<file path="src/rtl/lc3b_types.sv">
// Shared types for the LC-3b cache controller slice.
package lc3b_types;

    // Sequencer states of the cache controller.
    typedef enum logic [1:0] {
        CHECK     = 2'd0,
        WRITEBACK = 2'd1,
        ALLOCATE  = 2'd2
    } lc3b_cache_state_t;

    localparam int unsigned DEFAULT_CNT_WIDTH = 16;

endpackage

</file>
<file path="src/rtl/cache_control_sat_counter.sv">
// Saturating up-counter with synchronous clear; clear wins over inc.
module sat_counter #(
    parameter int unsigned width = 16
) (
    input  logic             clk,
    input  logic             clear,
    input  logic             inc,
    output logic [width-1:0] count
);

    // Count up on inc, hold at all-ones, clear to zero on request.
    always_ff @(posedge clk) begin
        if (clear) begin
            count <= '0;
        end else if (inc && (count != {width{1'b1}})) begin
            count <= count + 1'b1;
        end
    end

endmodule

</file>
<file path="src/rtl/cache_control.sv">
// Sequencing FSM for the 2-way, 8-set write-back cache datapath.
//
// state     | meaning
// ----------+--------------------------------------------------------
// CHECK     | tag compare; serve hits, pick victim on a miss
// WRITEBACK | write dirty victim line to memory, wait for mem_resp
// ALLOCATE  | read line from memory, fill victim way on mem_resp
module cache_control
    import lc3b_types::*;
#(
    parameter int unsigned CNT_WIDTH = DEFAULT_CNT_WIDTH
) (
    input  logic                 clk,
    input  logic                 reset,
    input  logic                 cache_read,
    input  logic                 cache_write,
    output logic                 cache_resp,
    input  logic                 way1_hit,
    input  logic                 way2_hit,
    input  logic                 LRU_out,
    input  logic                 dirty_1,
    input  logic                 dirty_2,
    output logic                 R_W,
    output logic                 load_data_1,
    output logic                 load_data_2,
    output logic                 load_dirty_1,
    output logic                 load_dirty_2,
    output logic                 dirty_bit,
    output logic                 load_LRU,
    output logic                 LRU_in,
    output logic                 mem_read,
    output logic                 mem_write,
    input  logic                 mem_resp,
    input  logic                 perf_clear,
    output logic [CNT_WIDTH-1:0] hit_count,
    output logic [CNT_WIDTH-1:0] miss_count,
    output logic [CNT_WIDTH-1:0] wb_count
);

    lc3b_cache_state_t state, state_next;
    logic miss_pending;

    logic req;
    logic hit;
    logic hit_w1;
    logic victim_dirty;
    logic in_check;
    logic miss_evt;
    logic hit_evt;
    logic wb_evt;
    logic cnt_clear;

    // Way 1 wins when both ways report a hit; a simultaneous read+write is a write.
    assign req          = cache_read | cache_write;
    assign hit          = way1_hit | way2_hit;
    assign hit_w1       = way1_hit;
    assign victim_dirty = LRU_out ? dirty_2 : dirty_1;
    assign in_check     = (state == CHECK);
    assign miss_evt     = in_check & req & ~hit;
    assign wb_evt       = miss_evt & victim_dirty;
    assign hit_evt      = in_check & req & hit & ~miss_pending;
    assign cnt_clear    = reset | perf_clear;

    // Strobes and next state; everything is held at zero while reset is high.
    always_comb begin
        state_next   = state;
        cache_resp   = 1'b0;
        R_W          = 1'b0;
        load_data_1  = 1'b0;
        load_data_2  = 1'b0;
        load_dirty_1 = 1'b0;
        load_dirty_2 = 1'b0;
        dirty_bit    = 1'b0;
        load_LRU     = 1'b0;
        LRU_in       = 1'b0;
        mem_read     = 1'b0;
        mem_write    = 1'b0;
        if (!reset) begin
            case (state)
                CHECK: begin
                    if (req) begin
                        if (hit) begin
                            cache_resp = 1'b1;
                            load_LRU   = 1'b1;
                            LRU_in     = hit_w1;
                            if (cache_write) begin
                                R_W          = 1'b1;
                                dirty_bit    = 1'b1;
                                load_data_1  = hit_w1;
                                load_dirty_1 = hit_w1;
                                load_data_2  = ~hit_w1;
                                load_dirty_2 = ~hit_w1;
                            end
                        end else begin
                            state_next = victim_dirty ? WRITEBACK : ALLOCATE;
                        end
                    end
                end
                WRITEBACK: begin
                    mem_write = 1'b1;
                    R_W       = 1'b1;
                    if (mem_resp) begin
                        state_next = ALLOCATE;
                    end
                end
                ALLOCATE: begin
                    mem_read = 1'b1;
                    if (mem_resp) begin
                        // LRU is not touched during the miss, so LRU_out still names the victim.
                        load_data_1  = ~LRU_out;
                        load_dirty_1 = ~LRU_out;
                        load_data_2  = LRU_out;
                        load_dirty_2 = LRU_out;
                        state_next   = CHECK;
                    end
                end
                default: state_next = CHECK;
            endcase
        end
    end

    // State register and the flag that keeps a missed request from also counting as a hit.
    always_ff @(posedge clk) begin
        if (reset) begin
            state        <= CHECK;
            miss_pending <= 1'b0;
        end else begin
            state <= state_next;
            if (miss_evt) begin
                miss_pending <= 1'b1;
            end else if (in_check && (cache_resp || !req)) begin
                miss_pending <= 1'b0;
            end
        end
    end

    sat_counter #(.width(CNT_WIDTH)) u_hit_cnt (
        .clk   (clk),
        .clear (cnt_clear),
        .inc   (hit_evt),
        .count (hit_count)
    );

    sat_counter #(.width(CNT_WIDTH)) u_miss_cnt (
        .clk   (clk),
        .clear (cnt_clear),
        .inc   (miss_evt),
        .count (miss_count)
    );

    sat_counter #(.width(CNT_WIDTH)) u_wb_cnt (
        .clk   (clk),
        .clear (cnt_clear),
        .inc   (wb_evt),
        .count (wb_count)
    );

endmodule
</file>
<file path="config.mk">
export PLATFORM = sky130hd
export DESIGN_NAME = cache_control
export DESIGN_NICKNAME = d
export VERILOG_FILES = /design/src/rtl/lc3b_types.sv /design/src/rtl/cache_control_sat_counter.sv /design/src/rtl/cache_control.sv
export SDC_FILE = /design/constraint.sdc
export NUM_CORES = 1
export LEC_CHECK = 0
export ABC_AREA = 1
export BUFFER_PORTS_ARGS = -buffer_cell sky130_fd_sc_hd__buf_4
export CAP_MARGIN = 20
export CORE_UTILIZATION = 55
export CTS_CLUSTER_SIZE = 10
export DETAILED_ROUTE_END_ITERATION = 10
export PLACE_DENSITY = 0.81
export SYNTH_ARGS = -nofsm -noshare
export SYNTH_HDL_FRONTEND = slang
export SYNTH_SLANG_ARGS = --single-unit
</file>
<file path="constraint.sdc">
create_clock -name clk -period 1.7 [get_ports clk]
set_clock_uncertainty 0.1 [all_clocks]
set_input_delay 0.085 -clock clk [delete_from_list [all_inputs] [get_ports clk]]
set_output_delay 0.085 -clock clk [all_outputs]
set_load 0.1 [all_outputs]
</file>
Yosys cells after proc, flatten, opt, wreduce, memory -nomap -nowiden
Cells that the tools add are included.

cells by class
  div/mod/pow operators = 0
  add/sub/neg operators = 3
  magnitude comparators = 0
  muxes and demuxes = 40
  reductions and logical operators = 9
  $mul = 0
  bitwise gates (word level) = 12
  eq/ne operators = 9
  shift operators = 0

operators by type and width
  cell                                                                   count
  16-bit by 1-bit adder with 16-bit output, second input constant        3
  16-bit != test, second input constant                                  3
  1-bit 2-to-1 mux                                                       31
  2-bit 2-to-1 mux                                                       5
  2-bit != test, second input constant                                   4
  1-bit one-hot mux with 2 select lines                                  3
  2-bit one-hot mux with 3 select lines                                  1
  1-bit bitwise AND                                                      5
  1-bit logical AND                                                      4
  1-bit NOT                                                              4
  4-bit AND reduction                                                    1
  1-bit bitwise OR                                                       3
  2-bit by 1-bit equality test with 1-bit output, second input constant  1
  2-bit equality test, second input constant                             1
  2-bit logical NOT                                                      1
  2-bit nonzero test                                                     1
  1-bit logical NOT                                                      1
  1-bit logical OR                                                       1

word-level totals
  flip-flop bits (word level) = 51
  bits in latches = 0
  ROM bits = 0
  memories = 0
  memory bits (writable) = 0
  output and inout bits = 59

Depth between registers and ports, before layout
Gate-level depths: netlist of run 1.

  depth after elaboration = 9
  depth in mapped cells = 10
  mapped depth without buffers = 10

Modules after synthesis
A second synthesis of run 1 with hierarchy kept.

second synthesis, totals
  cells, all modules = 515
  area total of the unflattened synthesis = 3,193.1 µm²

modules (own cells, without submodules)
  module                        sequential area each (µm²)  area an instance (µm²)  cells an instance  instances
  sat_counter at u_hit_cnt ...  320.3                       929.6                   149                2
  sat_counter at u_wb_cnt       320.3                       973.4                   158                1
  cache_control                 60.1                        360.3                   59                 1

Least setup slack after synthesis of run 1
OpenSTA, ideal clock, no wires.

  path kind = register -> output
  start point = register state[0]
  end point = output R_W
  required time = 1.515 ns
  buffers on the path = 0
  data arrival time = 2.686 ns
  path slack = -1.171 ns
  stages on the path, launching flop included = 3
  path through = dfxtp_1 > inv_2 > a211oi_1

between the ends
  longest elaborated chain between the ends = 3
  elaborated cells on any way between the ends = 4

ends and longest elaborated chain
  element                                                                              line                  text
  start: declaration                                                                   cache_control.sv:40   lc3b_cache_state_t state, state_next;
  start signal: assignment                                                             cache_control.sv:128  state <= state_next;
  2-bit by 1-bit equality test with 1-bit output or 2-bit logical NOT (tied branches)  cache_control.sv:79   case (state)
  1-bit one-hot mux with 2 select lines *                                              cache_control.sv:79
  1-bit 2-to-1 mux *                                                                   cache_control.sv:78   if (!reset) begin
  end: declaration                                                                     cache_control.sv:23   output logic R_W,

Every way passes the cells marked *; elsewhere a longest branch is shown, timed or not.

Final worst setup path of run 1
  start point = register state[0]
  end point = output load_dirty_1

between the ends
  longest elaborated chain between the ends = 3
  elaborated cells on any way between the ends = 4

ends and longest elaborated chain
  element                                                   line                 text
  2-bit equality test or 2-bit logical NOT (tied branches)  cache_control.sv:79
  1-bit one-hot mux with 2 select lines *                   cache_control.sv:79
  1-bit 2-to-1 mux *                                        cache_control.sv:78
  end: declaration                                          cache_control.sv:26  output logic load_dirty_1,

Marks and branches as above.

==> results_dict.tcl, run 1 <==
set metrics [dict create \
    ys_ff_latch 51 \
    grt_max_degree 18 \
    slowest_stage "dfxtp_1" \
    syn-instance-count 510 \
    yosysSeqAreaShare 0.324 \
    ant_nets 0 \
    synth_area_leaders "dfxtp_1 32%, nand2_1 21%, nor2_1 10%, a21oi_1 6.3%, inv_1 5.4%" \
    clkLatencyLatePin_ns 0.31 \
    dr.pass1.iters 4 \
    remaining_drc_errors 0 \
    hold_violations 0 \
    worstPathArrival_ns 1.50 \
    reg2reg_setup_slack_ns 0.10 \
    synth_top_cell_by_area "dfxtp_1" \
    core-area_um2 5510 \
    place_hpwl_um 5700 \
    cp-start-kind "register" \
    finalPower_uw 2610 \
    p_per_area_nw_per_um2 623 \
    crit_chain "inv_2 -> nand2_1 -> nor2_1 -> a32oi_1 -> nor2_4 -> buf_8" \
    start_util 0.573 \
    drt-initial-drc-count 171 \
    synth_edf_count 0 \
    cts.root.buffer_cell "clkbuf_8" \
    finalSetupViolCount 0 \
    rows 27 \
    worst_r2r_path_depth 8 \
    synth_area_um2 3150 \
    maxSlewViolCount 0 \
    critical_path_depth 6 \
    h-tree-depth 2 \
    ir_drop_v 0.000382 \
    cp_max_fo 5 \
    synth_top_area_frac 0.324 \
    holdCritPathClass "in -> reg" \
    finalWeightedCongestion 0.822 \
    crit_buf_inv 2 \
    synthDistinctLibCells 29 \
    critPathMaxStageDelay_ns 0.34 \
    synth_commonest_cells "176 x nand2_1, 85 x nor2_1, 51 x dfxtp_1" \
    place_area_um2 3940 \
    finalCriticalPeriod_ns 1.69 \
    ys.flop_type "dfxtp_1" \
    leakage_uw 0.00162 \
    fill_cells 461 \
    die_y_um 77.7 \
    drt-total-wl_um 7850 \
    grt_pass1_vias 3119 \
    rsz0062_at_grt "yes" \
    worst_ep_required_time_ns 1.51 \
    overflow 0 \
    fin_area_um2 4190 \
    worst_pin_slew_ns 0.360 \
    area_delta_synth_final_pct 32.7 \
    r2r-start "u_miss_cnt.count[0]" \
    critPathTopFamily "simple AND/OR/NAND/NOR gates" \
    fp.dieW_um 77.7 \
    status "completed" \
    syn-num-nets 524 \
    rr_endpoint "u_miss_cnt.count[14]" \
    cp-endpoint "load_dirty_1" \
    clock-sinks 51 \
    drive_above_1_share 0.279 \
    yosys_warnings 0 \
    via_per_inst 5.18 \
    portBuffers 69 \
    nets 598 \
    cp-end-kind "output pin" \
    syn_avg_cell_area_um2 6.18 \
    async_flop_share 0 \
    slew_headroom 0.760 \
    cts_max_path_buffers 2 \
    path_class "reg -> out" \
    wl_per_cell_um 11.9 \
    antenna_found_initial 0 \
    crit_start "state[0]" \
    synth.most_common_cell "nand2_1" \
    period_share 0.993 \
    grt_pass1_wl_um 13100 \
    cts_tree "done" \
    fmax_mhz 593 \
    maxCapViolations 0 \
    clk_pin_slew_ns 0.09 \
    io_pins 70 \
    whs_ns 0.141 \
    antennaDiodeCount 0 \
    cts_inserted_buffers 5 \
    vias 3402 \
    die_area_um2 6040 \
    grt_use_total 0.267 \
]
-- flip-flops by register name, summed over array words and instances, names as in the netlist --
name              cells
miss_pending          1
state                 2
u_hit_cnt.count      16
u_miss_cnt.count     16
u_wb_cnt.count       16
-- metal layers --
layer / wire [um] / vias to the layer above / global-route usage
met5: 0 / - / 0
li1: - / 1765 / -
met1: 3460 / 1541 / 0.311
met2: 3970 / 84 / 0.491
met4: 116 / 0 / 0.0849
met3: 310 / 12 / 0.0435
-- logic make-up (layout without fill, tap and decap cells) --
logic type      Yosys count  in the layout  share of synthesized area
fa+ha+maj                 3              3                     0.0119
flops                    51             51                      0.324
simple gates            326            327                      0.441
buf+inv                  62            136                     0.0916
xor+xnor                 16             16                     0.0444
compound gates           52             52                     0.0869
-- per-stage QoR --
step | setup slack, ns | utilization | TNS [ns] | cells
4_1_cts | -0.0155 | 0.751 | -0.0302 | 655
3_5_place_dp | 0.0988 | 0.716 | 0 | 644
2_1_floorplan | -0.205 | - | -0.421 | 510
6_report | 0.0124 | 0.760 | 0 | 657
5_1_grt | -0.0459 | 0.760 | -0.431 | 657
3_3_place_gp | 0.167 | 0.716 | 0 | 644
-- power breakdown --
group | switching, uW | internal (uW)
Sequential | 16.3 | 1140
Clock | 404 | 588
Combinational | 331 | 124
-- worst min-delay path, stage by stage --
cell and delay, ns:
buf_4 0.08, nand2_1 0.04, nand2_1 0.11, nand2_1 0.06
nand3_1 0.08, a21oi_1 0.05
-- final cells by class --
cell class,instances,area [um^2],area share
multi-input combinational,398,1940,0.463
sequential,51,1180,0.283
timing repair buffer,80,657,0.157
inverter,48,184,0.0439
tap,72,90.1,0.0215
clock buffer,6,72.6,0.0173
clock inverter,2,60.1,0.0143
-- layout by cell type, fill, tap and decap left out, types with 2 or more instances in the layout --
cell type and n:
dlygate4sd3_1 3, dfxtp_4 40, ha_4 3, nor2_1 79, dfxtp_2 9, inv_2 2
nand2_2 2, nand3_2 2, nand2_1 176, nand3_1 32, inv_1 44, xnor2_1 7
bufinv_16 2, xor2_1 9, dfxtp_1 2, a21oi_1 40, o21ai_0 8, buf_4 72
buf_12 3, nand4_1 16, nor2_2 5, nor2_4 8, nand3b_1 2, clkbuf_8 5
-- worst min-delay path by stage --
stage                     from             endpoint  cells past startpoint
detailed placement  perf_clear  u_hit_cnt.count[13]                      4
global placement         reset             state[1]                      2
finish                 dirty_1             state[1]                      6
CTS                   way2_hit         miss_pending                      4
floorplan             mem_resp             state[1]                      3
global route           dirty_1             state[1]                      6
-- repair_timing --
item                                    in CTS  in global routing
hold endpoints to repair                     6                  0
endpoints found under the setup margin       4                 18
gates resized for setup                      7                  9
gates cloned                                 0                  1
hold buffers                                 3                  0
pin swaps                                    0                  3
buffers inserted                             0                  1
No activity file was read; power rests on OpenSTA's default activity.
==> inputs of run 2 (changes only) <==
--- a/config.mk
+++ b/config.mk
@@ -11,7 +11,7 @@
 export CORE_UTILIZATION = 55
 export CTS_CLUSTER_SIZE = 10
 export DETAILED_ROUTE_END_ITERATION = 10
-export PLACE_DENSITY = 0.81
+export PLACE_DENSITY = 0.92
 export SYNTH_ARGS = -nofsm -noshare
 export SYNTH_HDL_FRONTEND = slang
 export SYNTH_SLANG_ARGS = --single-unit
==> run 2 against run 1 <==
Maximum frequency grew 2.3%; combinational power grew 4.6%; largest cell class unchanged; worst setup slack gained 0.037 ns; power shrank 4.9%; clock power shrank 15%; clock-buffer cell count shrank 1; worst hold slack lost 0.00051 ns; highest routed layer unchanged; first-iteration DRC count grew 24%; design area grew 0.45%; flip-flop and latch count is the same; critical path depth shrank 1; sequential share of layout area shrank 0.13 points; largest power group unchanged.
==> results_dict.tcl, run 2 (synthesis gave the netlist of run 1 again) <==
set metrics [dict create \
    grt_pass1_wl_um 12600 \
    cts.root.buffer_cell "clkbuf_8" \
    cts_max_path_buffers 2 \
    path_class "reg -> out" \
    ant_nets 0 \
    overflow 0 \
    wl_per_cell_um 12.4 \
    place_inst 643 \
    rows 27 \
    clkPwrFrac 0.339 \
    regArea_um2 1180 \
    grt_use_total 0.255 \
    hold_violations 0 \
    antennaDiodeCount 0 \
    grt-busiest-layer "met2" \
    fmax_mhz 606 \
    fill_cells 399 \
    antenna_found_initial 0 \
    ir_drop_v 0.000428 \
    maxCapViolations 0 \
    reg2reg_setup_slack_ns 0.06 \
    p_per_area_nw_per_um2 590 \
    leakage_uw 0.00162 \
    cp-start-kind "register" \
    die_y_um 77.7 \
    min_from "way2_hit" \
    finalWeightedCongestion 0.826 \
    cts_inserted_buffers 5 \
    rsz0062_at_grt "yes" \
    tns_ns 0 \
    worst_pin_slew_ns 0.374 \
    place_hpwl_um 5750 \
    die_area_um2 6040 \
    h-tree-depth 2 \
    worst_ep_required_time_ns 1.51 \
    vias 3584 \
    holdCritPathClass "in -> reg" \
    start_util 0.573 \
    cp-end-kind "output pin" \
    drt-total-wl_um 8150 \
    drt-initial-drc-count 212 \
    finalPower_uw 2480 \
    multi_input_area_um2 1960 \
    maxSlewViolCount 0 \
    use_met3 0.0329 \
    via_per_inst 5.44 \
    worstPathArrival_ns 1.47 \
    clock-sinks 51 \
    io_pins 70 \
    finalSetupViolCount 0 \
    cts_tree "done" \
    clkLatencyLatePin_ns 0.31 \
    remaining_drc_errors 0 \
    dr.pass1.iters 5 \
    grt_use_met1 0.288 \
    layout.cells.most_common_list "175 x nand2_1, 78 x nor2_1, 74 x buf_4" \
    status "completed" \
    period_share 0.971 \
    use_met2 0.485 \
    swShare 0.311 \
    switchingPower_uw 770 \
    grt_pass1_vias 2933 \
    rr_endpoint "u_miss_cnt.count[15]" \
    pwr-share-seq 0.469 \
    worst_r2r_path_depth 9 \
    r2r-start "u_miss_cnt.count[0]" \
    mostFrequentLayoutCell "nand2_1" \
    area_delta_synth_final_pct 33.3 \
    drive_above_1_share 0.284 \
    comb_power_share 0.192 \
    power.internal_uw 1710 \
    slew_headroom 0.750 \
    holdPathStages 4 \
    core-area_um2 5510 \
    nets 600 \
    finalCriticalPeriod_ns 1.65 \
    cp_max_fo 6 \
    clk_pin_slew_ns 0.08 \
    portBuffers 69 \
    fp.dieW_um 77.7 \
    fin_cells 659 \
    top_regs "u_hit_cnt.count x16, u_miss_cnt.count x16, u_wb_cnt.count x16" \
    hold_end "miss_pending" \
    grt_max_degree 18 \
]
run 2: timing repair:
item | CTS | global route
hold buffers | 4 | 0
gates resized for setup | 0 | 21
pin swaps | 0 | 5
cloned | 0 | 1
setup buffers | 0 | 3
endpoints found under the setup margin | 4 | 31
hold endpoints to repair | 6 | 0
run 2: worst max-delay path by stage:
| stage | start | slack (ns) | endpoint | depth (start not counted) |
|---|---|---|---|---|
| finish | state[1] | 0.05 | load_dirty_1 | 5 |
| global route | state[1] | -0.04 | cache_resp | 6 |
| CTS | state[0] | -0.02 | load_data_2 | 6 |
| detailed placement | u_miss_cnt.count[0] | 0.03 | u_miss_cnt.count[4] | 7 |
| global placement | u_miss_cnt.count[0] | 0.12 | u_miss_cnt.count[9] | 7 |
| floorplan | state[0] | -0.21 | R_W | 2 |
run 2: critical path, cell delays in order (launching register included):
cell     delay, ns
dfxtp_2       0.39
nor2_1        0.08
buf_4         0.14
a32oi_1       0.29
nor2_4        0.08
buf_12        0.17
run 2: metrics by stage:
step	utilization	hold WS, ns	area (um^2)	worst slack, ns
floorplan	-	0.178	3430	-0.205
global placement	0.714	0.286	3930	0.122
detailed placement	0.714	0.292	3930	0.0263
CTS	0.741	0.0950	4080	-0.0235
global route	0.763	0.144	4200	-0.0398
finish	0.763	0.140	4200	0.0498
run 2: power by group through the flow:
stage	clock, uW	sequential (uW)	combinational, uW
after global routing	906	1160	504
after detailed placement	0	1190	423
after CTS	853	1160	433
after floorplan	0	1230	326
after global placement	0	1190	418
final	841	1160	476
run 2: final cells by class:
class / count / share of cell area
Timing Repair Buffer: 82 / 0.161
Inverter: 48 / 0.0437
Tap cell: 72 / 0.0214
Clock buffer: 5 / 0.0164
Multi-Input combinational cell: 398 / 0.467
Clock inverter: 3 / 0.00923
Sequential cell: 51 / 0.281
run 2: layer usage:
layer  share of wire  vias up
li1                -     1777
met1            0.40     1661
met2            0.53      128
met3           0.049       18
met4           0.020        0
met5               0        -
